--- config.mk ---
export PLATFORM = sky130hd
export DESIGN_NAME = univ_shift_reg
export DESIGN_NICKNAME = d
export VERILOG_FILES = /design/src/rtl/univ_shift_reg.sv
export SDC_FILE = /design/constraint.sdc
export NUM_CORES = 1
export LEC_CHECK = 0
export CAP_MARGIN = 20
export CORE_ASPECT_RATIO = 0.8
export CORE_MARGIN = 4
export CORE_UTILIZATION = 42
export CTS_CLUSTER_SIZE = 12
export DETAILED_ROUTE_END_ITERATION = 16
export HOLD_SLACK_MARGIN = 0.05
export PLACE_DENSITY = 0.78
export SLEW_MARGIN = 20
export SYNTH_ARGS = -nofsm -noshare
export SYNTH_HDL_FRONTEND = slang
export SYNTH_SLANG_ARGS = --single-unit
--- constraint.sdc ---
create_clock -name clk -period 1.61 [get_ports clk]
set_clock_uncertainty 0.2 [all_clocks]
set_input_delay 0.2415 -clock clk [delete_from_list [all_inputs] [get_ports clk]]
set_output_delay 0.2415 -clock clk [all_outputs]
set_load 0.005 [all_outputs]
--- src/rtl/univ_shift_reg.sv ---
// Universal shift register: shifts, rotates, load and clear.
// Counts shift operations since the last load and flags a full word.
module univ_shift_reg #(
  parameter int              WIDTH     = 8,
  parameter logic [WIDTH-1:0] RESET_VAL = '0,
  parameter int              CW        = $clog2(WIDTH + 1)
) (
  input  logic             clk,
  input  logic             reset,
  input  logic             enable,
  input  logic [2:0]       mode,
  input  logic [WIDTH-1:0] d,
  input  logic             sin_l,
  input  logic             sin_r,
  output logic [WIDTH-1:0] q,
  output logic             sout_l,
  output logic             sout_r,
  output logic [CW-1:0]    cnt,
  output logic             done
);

  localparam logic [2:0] M_HLD = 3'b000;
  localparam logic [2:0] M_SHL = 3'b001;
  localparam logic [2:0] M_SHR = 3'b010;
  localparam logic [2:0] M_ROL = 3'b011;
  localparam logic [2:0] M_ROR = 3'b100;
  localparam logic [2:0] M_LD  = 3'b101;
  localparam logic [2:0] M_ASR = 3'b110;
  localparam logic [2:0] M_CLR = 3'b111;

  localparam logic [CW-1:0] CMAX  = CW'(WIDTH);
  localparam logic [CW-1:0] CLAST = CW'(WIDTH - 1);

  logic [WIDTH-1:0] q_nxt;
  logic             sh;
  logic             rld;

  always_comb begin
    q_nxt = q;
    sh    = 1'b0;
    rld   = 1'b0;
    unique case (mode)
      M_HLD: q_nxt = q;
      M_SHL: begin
        q_nxt = {q[WIDTH-2:0], sin_r};
        sh    = 1'b1;
      end
      M_SHR: begin
        q_nxt = {sin_l, q[WIDTH-1:1]};
        sh    = 1'b1;
      end
      M_ROL: begin
        q_nxt = {q[WIDTH-2:0], q[WIDTH-1]};
        sh    = 1'b1;
      end
      M_ROR: begin
        q_nxt = {q[0], q[WIDTH-1:1]};
        sh    = 1'b1;
      end
      M_LD: begin
        q_nxt = d;
        rld   = 1'b1;
      end
      M_ASR: begin
        q_nxt = {q[WIDTH-1], q[WIDTH-1:1]};
        sh    = 1'b1;
      end
      M_CLR: begin
        q_nxt = '0;
        rld   = 1'b1;
      end
      default: q_nxt = q;
    endcase
  end

  // done fires only on the WIDTH-1 -> WIDTH step, never while saturated
  always_ff @(posedge clk) begin
    if (reset) begin
      q    <= RESET_VAL;
      cnt  <= '0;
      done <= 1'b0;
    end else if (!enable) begin
      done <= 1'b0;
    end else begin
      q    <= q_nxt;
      done <= sh && (cnt == CLAST);
      if (rld)
        cnt <= '0;
      else if (sh && (cnt < CMAX))
        cnt <= cnt + CW'(1);
    end
  end

  assign sout_l = q[WIDTH-1];
  assign sout_r = q[0];

endmodule

# Yosys cells after proc, flatten, opt, wreduce, memory -nomap -nowiden
# Cells that the tools add are included.
# W data, S select, Z words.
[word_totals]
reg_bits = 13
output_inout_bits = 15
[classes]
addsub = 1
magnitude_cmp = 1
eq_ne = 8
n_mux = 5
bitwise = 3
n_reduce_logical = 10
[op_table]
columns = ["op", "n"]
rows = [
  ["$pmux W8 S7", 1],
  ["$eq A3 B3 Y1 const B", 4],
  ["$mux W4", 2],
  ["$eq A3 B2 Y1 const B", 2],
  ["$reduce_or A5 Y1", 1],
  ["$add A4 B1 Y4 const B", 1],
  ["$eq A4 B3 Y1 const B", 1],
  ["$lt A4 B4 Y1 const B", 1],
  ["$reduce_and A2 Y1", 2],
  ["$reduce_or A2 Y1", 2],
  ["$eq A3 B1 Y1 const B", 1],
  ["$logic_not A3 Y1", 1],
  ["$not A1 Y1", 3],
  ["$reduce_and A3 Y1", 1],
  ["$logic_and A1 B1 Y1", 2],
  ["$mux W1", 2],
  ["$reduce_bool A2 Y1", 1],
]

# Longest topological paths before layout
# Gate-level depths: netlist (run 1).
[depth]
ltp_word = 6
depth_mapped = 6

# Worst setup path before layout (run 1)
# No wires, ideal clock.
[synth_timing]
path_type = "input to register"
startpoint = "in mode[2]"
endpoint = "reg cnt[1]"
arrival_time_ns = 1.071
setup_slack_ns = 0.210
path_stages = 5
cell_sequence = "buf_4 o31ai_2 nor3b_1 a22oi_1 nor2_1"
[synth_between]
elab_chain_cells = 6
word_cells_on_any_way = 15
cone_classes = "7 x eq/ne; 3 x mux; 5 x reduce/logical"
[synth_rtl]
columns = ["item", "line", "text"]
rows = [
  ["from (decl)", "11", "input logic [2:0] mode,"],
  ["$eq A3 B3 Y1, or another cell as far along", "42", "unique case (mode)"],
  ["$reduce_or A5 Y1 (no line)", "n/a", ""],
  ["$mux W1", "42", ""],
  ["$logic_and A1 B1 Y1", "89", "else if (sh && (cnt < CMAX))"],
  ["$reduce_bool A2 Y1 (no line)", "n/a", ""],
  ["$reduce_and A2 Y1 (no line)", "n/a", ""],
  ["to (signal assigned)", "90", "cnt <= cnt + CW'(1);"],
  ["to (decl)", "18", "output logic [CW-1:0] cnt,"],
]
# Parallel ways exist; a longest one is shown, timed or not.
# A chain may end at the register's enable or synchronous reset.

# Worst setup path after layout (run 1)
[layout_timing]
startpoint = "reg q[5]"
endpoint = "out q[5]"
[layout_lines]
columns = ["item", "line", "text"]
rows = [
  ["from (decl)", "15", "output logic [WIDTH-1:0] q,"],
  ["from (signal assigned)", "85", "q <= q_nxt;"],
]
# No word-level cell between the ends.

==> qor_table.md, run 1 <==
| Parameter | This run | Unit |
| --- | --- | --- |
| Result of the run | finished clean | - |
| Startpoint of the most critical hold path | q[7] | - |
| Sequential-to-total area share from yosys stat | 33.5 | % |
| Global-route wire length before repair | 3680 | µm |
| Final number of setup-violating endpoints | 0 | - |
| Worst Hold Slack | 304 | ps |
| Number of storage elements in the synthesis netlist | 13 | - |
| Vias per std cell | 5.55 | - |
| Die width | 56.1 | µm |
| Count of unique library cells instantiated by Yosys | 35 | - |
| Initial DRC Count | 21 | - |
| Series of cell instances along the critical path | clkdlybuf4s50_1 | - |
| Gate Count Post-Synth | 89 | - |
| Setup repair after global routing missed its margin | false | - |
| Number of diodes | 0 | - |
| Detailed Place HPWL | 1590 | µm |
| Cell area after placement | 0.00115 | mm² |
| Cell type contributing the most total cell area after synthesis | dfxtp_1 | - |
| Layout Cell Area excl Fill | 0.00127 | mm² |
| Worst reg2reg path depth | 6 | - |
| Leakage | 0.000624 | µW |
| Mean post-synth cell area | 8.73 | µm² |
| Total nets after synthesis | 106 | - |
| First drt pass iteration count | 4 | - |
| Clock Latency Late Sink | 280 | ps |
| Core Box Area | 0.00169 | mm² |
| Routed WL | 2310 | µm |
| Slew at the pin closest to its max-slew limit | 415 | ps |
| Summed instance area of the synthesized netlist | 777 | µm² |
| Proportion of register bits with asynchronous set or reset after synthesis | 0 | % |
| Number of placed instances, taps included | 145 | - |
| Number of max-cap violations | 0 | - |
| Share of post-route cells with drive strength above 1 | 28.6 | % |
| Clock slew seen by the registers of the worst setup and hold paths | 90 | ps |
| Final antenna-violating net count | 0 | - |
| Crit Reg-Reg Startpoint | cnt[0] | - |
| Count of unresolved DRC violations after routing | 0 | - |
| Worst IR drop on VDD | 0.470 | mV |
| Worst reg2reg setup slack | 200 | ps |
| Number of nets in the final layout | 151 | - |
| Leading cell types by total area after synthesis | dfxtp_1, a221oi_1, a211oi_1 | - |
| Endpoints failing hold | 0 | - |
| Area growth from synthesis to layout | 63.1 | % |
| Maximum cell stage delay along the critical path | 500 | ps |
| Cell with the biggest individual delay on the critical path | clkdlybuf4s50_1 | - |
| Row Count | 13 | - |
| Period utilisation layout | 97.7 | % |
| Number of global-route vias before repair | 787 | - |
| Global route overflow | 0 | - |
| Via count of the routed design | 860 | - |
| Hold Path Cell Cnt | 2 | - |
| Ys flop type | dfxtp_1 | - |
| Number of pins with negative max-slew slack in the final report | 0 | - |
| Number of flops mapped to enable cells by yosys | 0 | - |
| Yosys Warn Count | 0 | - |
| Post-layout min period | 1570 | ps |
| Filler cell count in the final layout | 130 | - |
| Path class of the lowest-slack min-delay path | reg2reg | - |
| Buffer depth of the longest clock path | 2 | - |
| Number of standard cells in the layout, taps in and fillers out | 155 | - |
| Kind of critical path | reg2out | - |
| WL per Instance | 14.9 | µm |
| Data required, critical path | 1170 | ps |
| Critical path buffers and inverters | 1 | - |
| Maximum fanout along the worst path | 4 | - |
| Top cells by count, synth | dfxtp_1, nor2_1, a221oi_1 | - |
| Antenna violations before repair | 0 | - |
| Total power per unit cell area | 627 | mW/mm² |
| CTS tree | built | - |
| Setup total negative slack | 0 | ps |
| Total GRT Usage | 18.4 | % |
| Max H-tree Level | 1 | - |
| Kind of launch point of the worst setup path | flip-flop | - |
| I/O pin cnt | 31 | - |
| Number of CTS-inserted buffers | 3 | - |
| CTS root buf | clkbuf_4 | - |
| Largest net degree at the start of global routing | 10 | - |
| Fraction of post-synthesis cell area in the top cell type by area | 33.5 | % |
| Endpoint, Worst Hold | q[7] | - |
| Fmax | 0.635 | GHz |
| GPL Wtd Cong | 0.813 | - |
| Worst path arrival time | 1130 | ps |
| Nature of the critical path endpoint | primary output | - |
| Die area | 0.00261 | mm² |
| Family with the most delay on the worst path | buffers and inverters | - |
| Worst relative slew slack | 72.2 | % |
| Hold buffers post-CTS | 0 | - |
| Crit Reg-Reg Endpoint | cnt[2] | - |
| Die height | 46.5 | µm |
| Count of buffers from port buffering | 30 | - |
| Most common cell in the netlist | dfxtp_1 | - |
| Clock sink total | 13 | - |
| Initial cell density of the core | 45.9 | % |
per-layer routing:
layer / GRT usage, % / wire [µm] / up-vias
met2: 30.1 / 1070 / 44
met3: 6.72 / 193 / 4
met1: 22.4 / 1020 / 389
li1: - / - / 423
met4: 7.58 / 14 / 0
met5: 0 / 0 / -
how the worst max path moves through the flow:
stage          slack, ps  cells after the start  endpoint     from
6_report              40                      1      q[5]     q[5]
5_1_grt                7                      7    cnt[3]  mode[1]
4_1_cts                4                      1      q[7]     q[7]
3_5_place_dp        -370                      7      q[4]  mode[0]
3_3_place_gp        -340                      7      q[2]  mode[0]
2_1_floorplan        210                      5    cnt[1]  mode[2]
state kept, by name, summed over array words and instances, names as in the netlist:
signal and count:
q 8, cnt 4, done 1
what timing repair did:
item | in CTS | in global routing
endpoints found under the setup margin | 21 | 13
buffers inserted | 1 | 5
resized for setup | 18 | 11
metrics by stage:
stage               util, %  power [µW]  setup WS, ps
finish                 74.9         795          36.3
global placement       67.9         582          -337
CTS                    70.9         793          4.37
global route           74.9         841          6.98
detailed placement     67.9         585          -370
floorplan                 -         471           210
power breakdown:
part           total [µW]  switching (µW)  internal (µW)
logic                 231            96.6            135
clock network         208             112           96.2
registers             356            16.3            340
cell families after synthesis:
logic type / count (synthesis) / share of synthesized area, %
compound gates: 33 / 33.8
simple gates: 25 / 17.4
buf+inv: 13 / 8.86
flops: 13 / 33.5
xor+xnor: 2 / 2.25
mux: 2 / 2.58
fa+ha+maj: 1 / 1.61
cell type report:
class | count | area, µm² | area share (%)
multi-input combinational | 63 | 453 | 35.7
inverter | 4 | 15.0 | 1.18
sequential | 13 | 284 | 22.4
tap | 22 | 27.5 | 2.17
clock buffer | 4 | 26.3 | 2.07
timing repair buffer | 49 | 462 | 36.4
placed cells by master (no fill, tap or decap), types with 3 or more instances in the layout:
| master | instances |
|---|---|
| dlygate4sd2_1 | 4 |
| a221oi_1 | 7 |
| clkdlybuf4s50_1 | 18 |
| nor2_1 | 10 |
| a211oi_1 | 6 |
| nand2_1 | 6 |
| inv_1 | 4 |
| a21oi_1 | 5 |
| buf_4 | 18 |
| dlymetal6s2s_1 | 8 |
| dfxtp_4 | 4 |
| clkbuf_4 | 3 |
| dfxtp_2 | 7 |
Note: power is estimated with default switching activity, not from simulation.
==> run 2: changes to the inputs <==
- SLEW_MARGIN: 20 -> not set
==> results of run 2 <==
The final DEF is identical to that of run 1; final timing and power are the same.
==> run 3: changes to the inputs <==
- CTS_CLUSTER_DIAMETER: not set -> 40
==> results of run 3 <==
The final DEF is identical to that of run 1; final timing and power are the same.
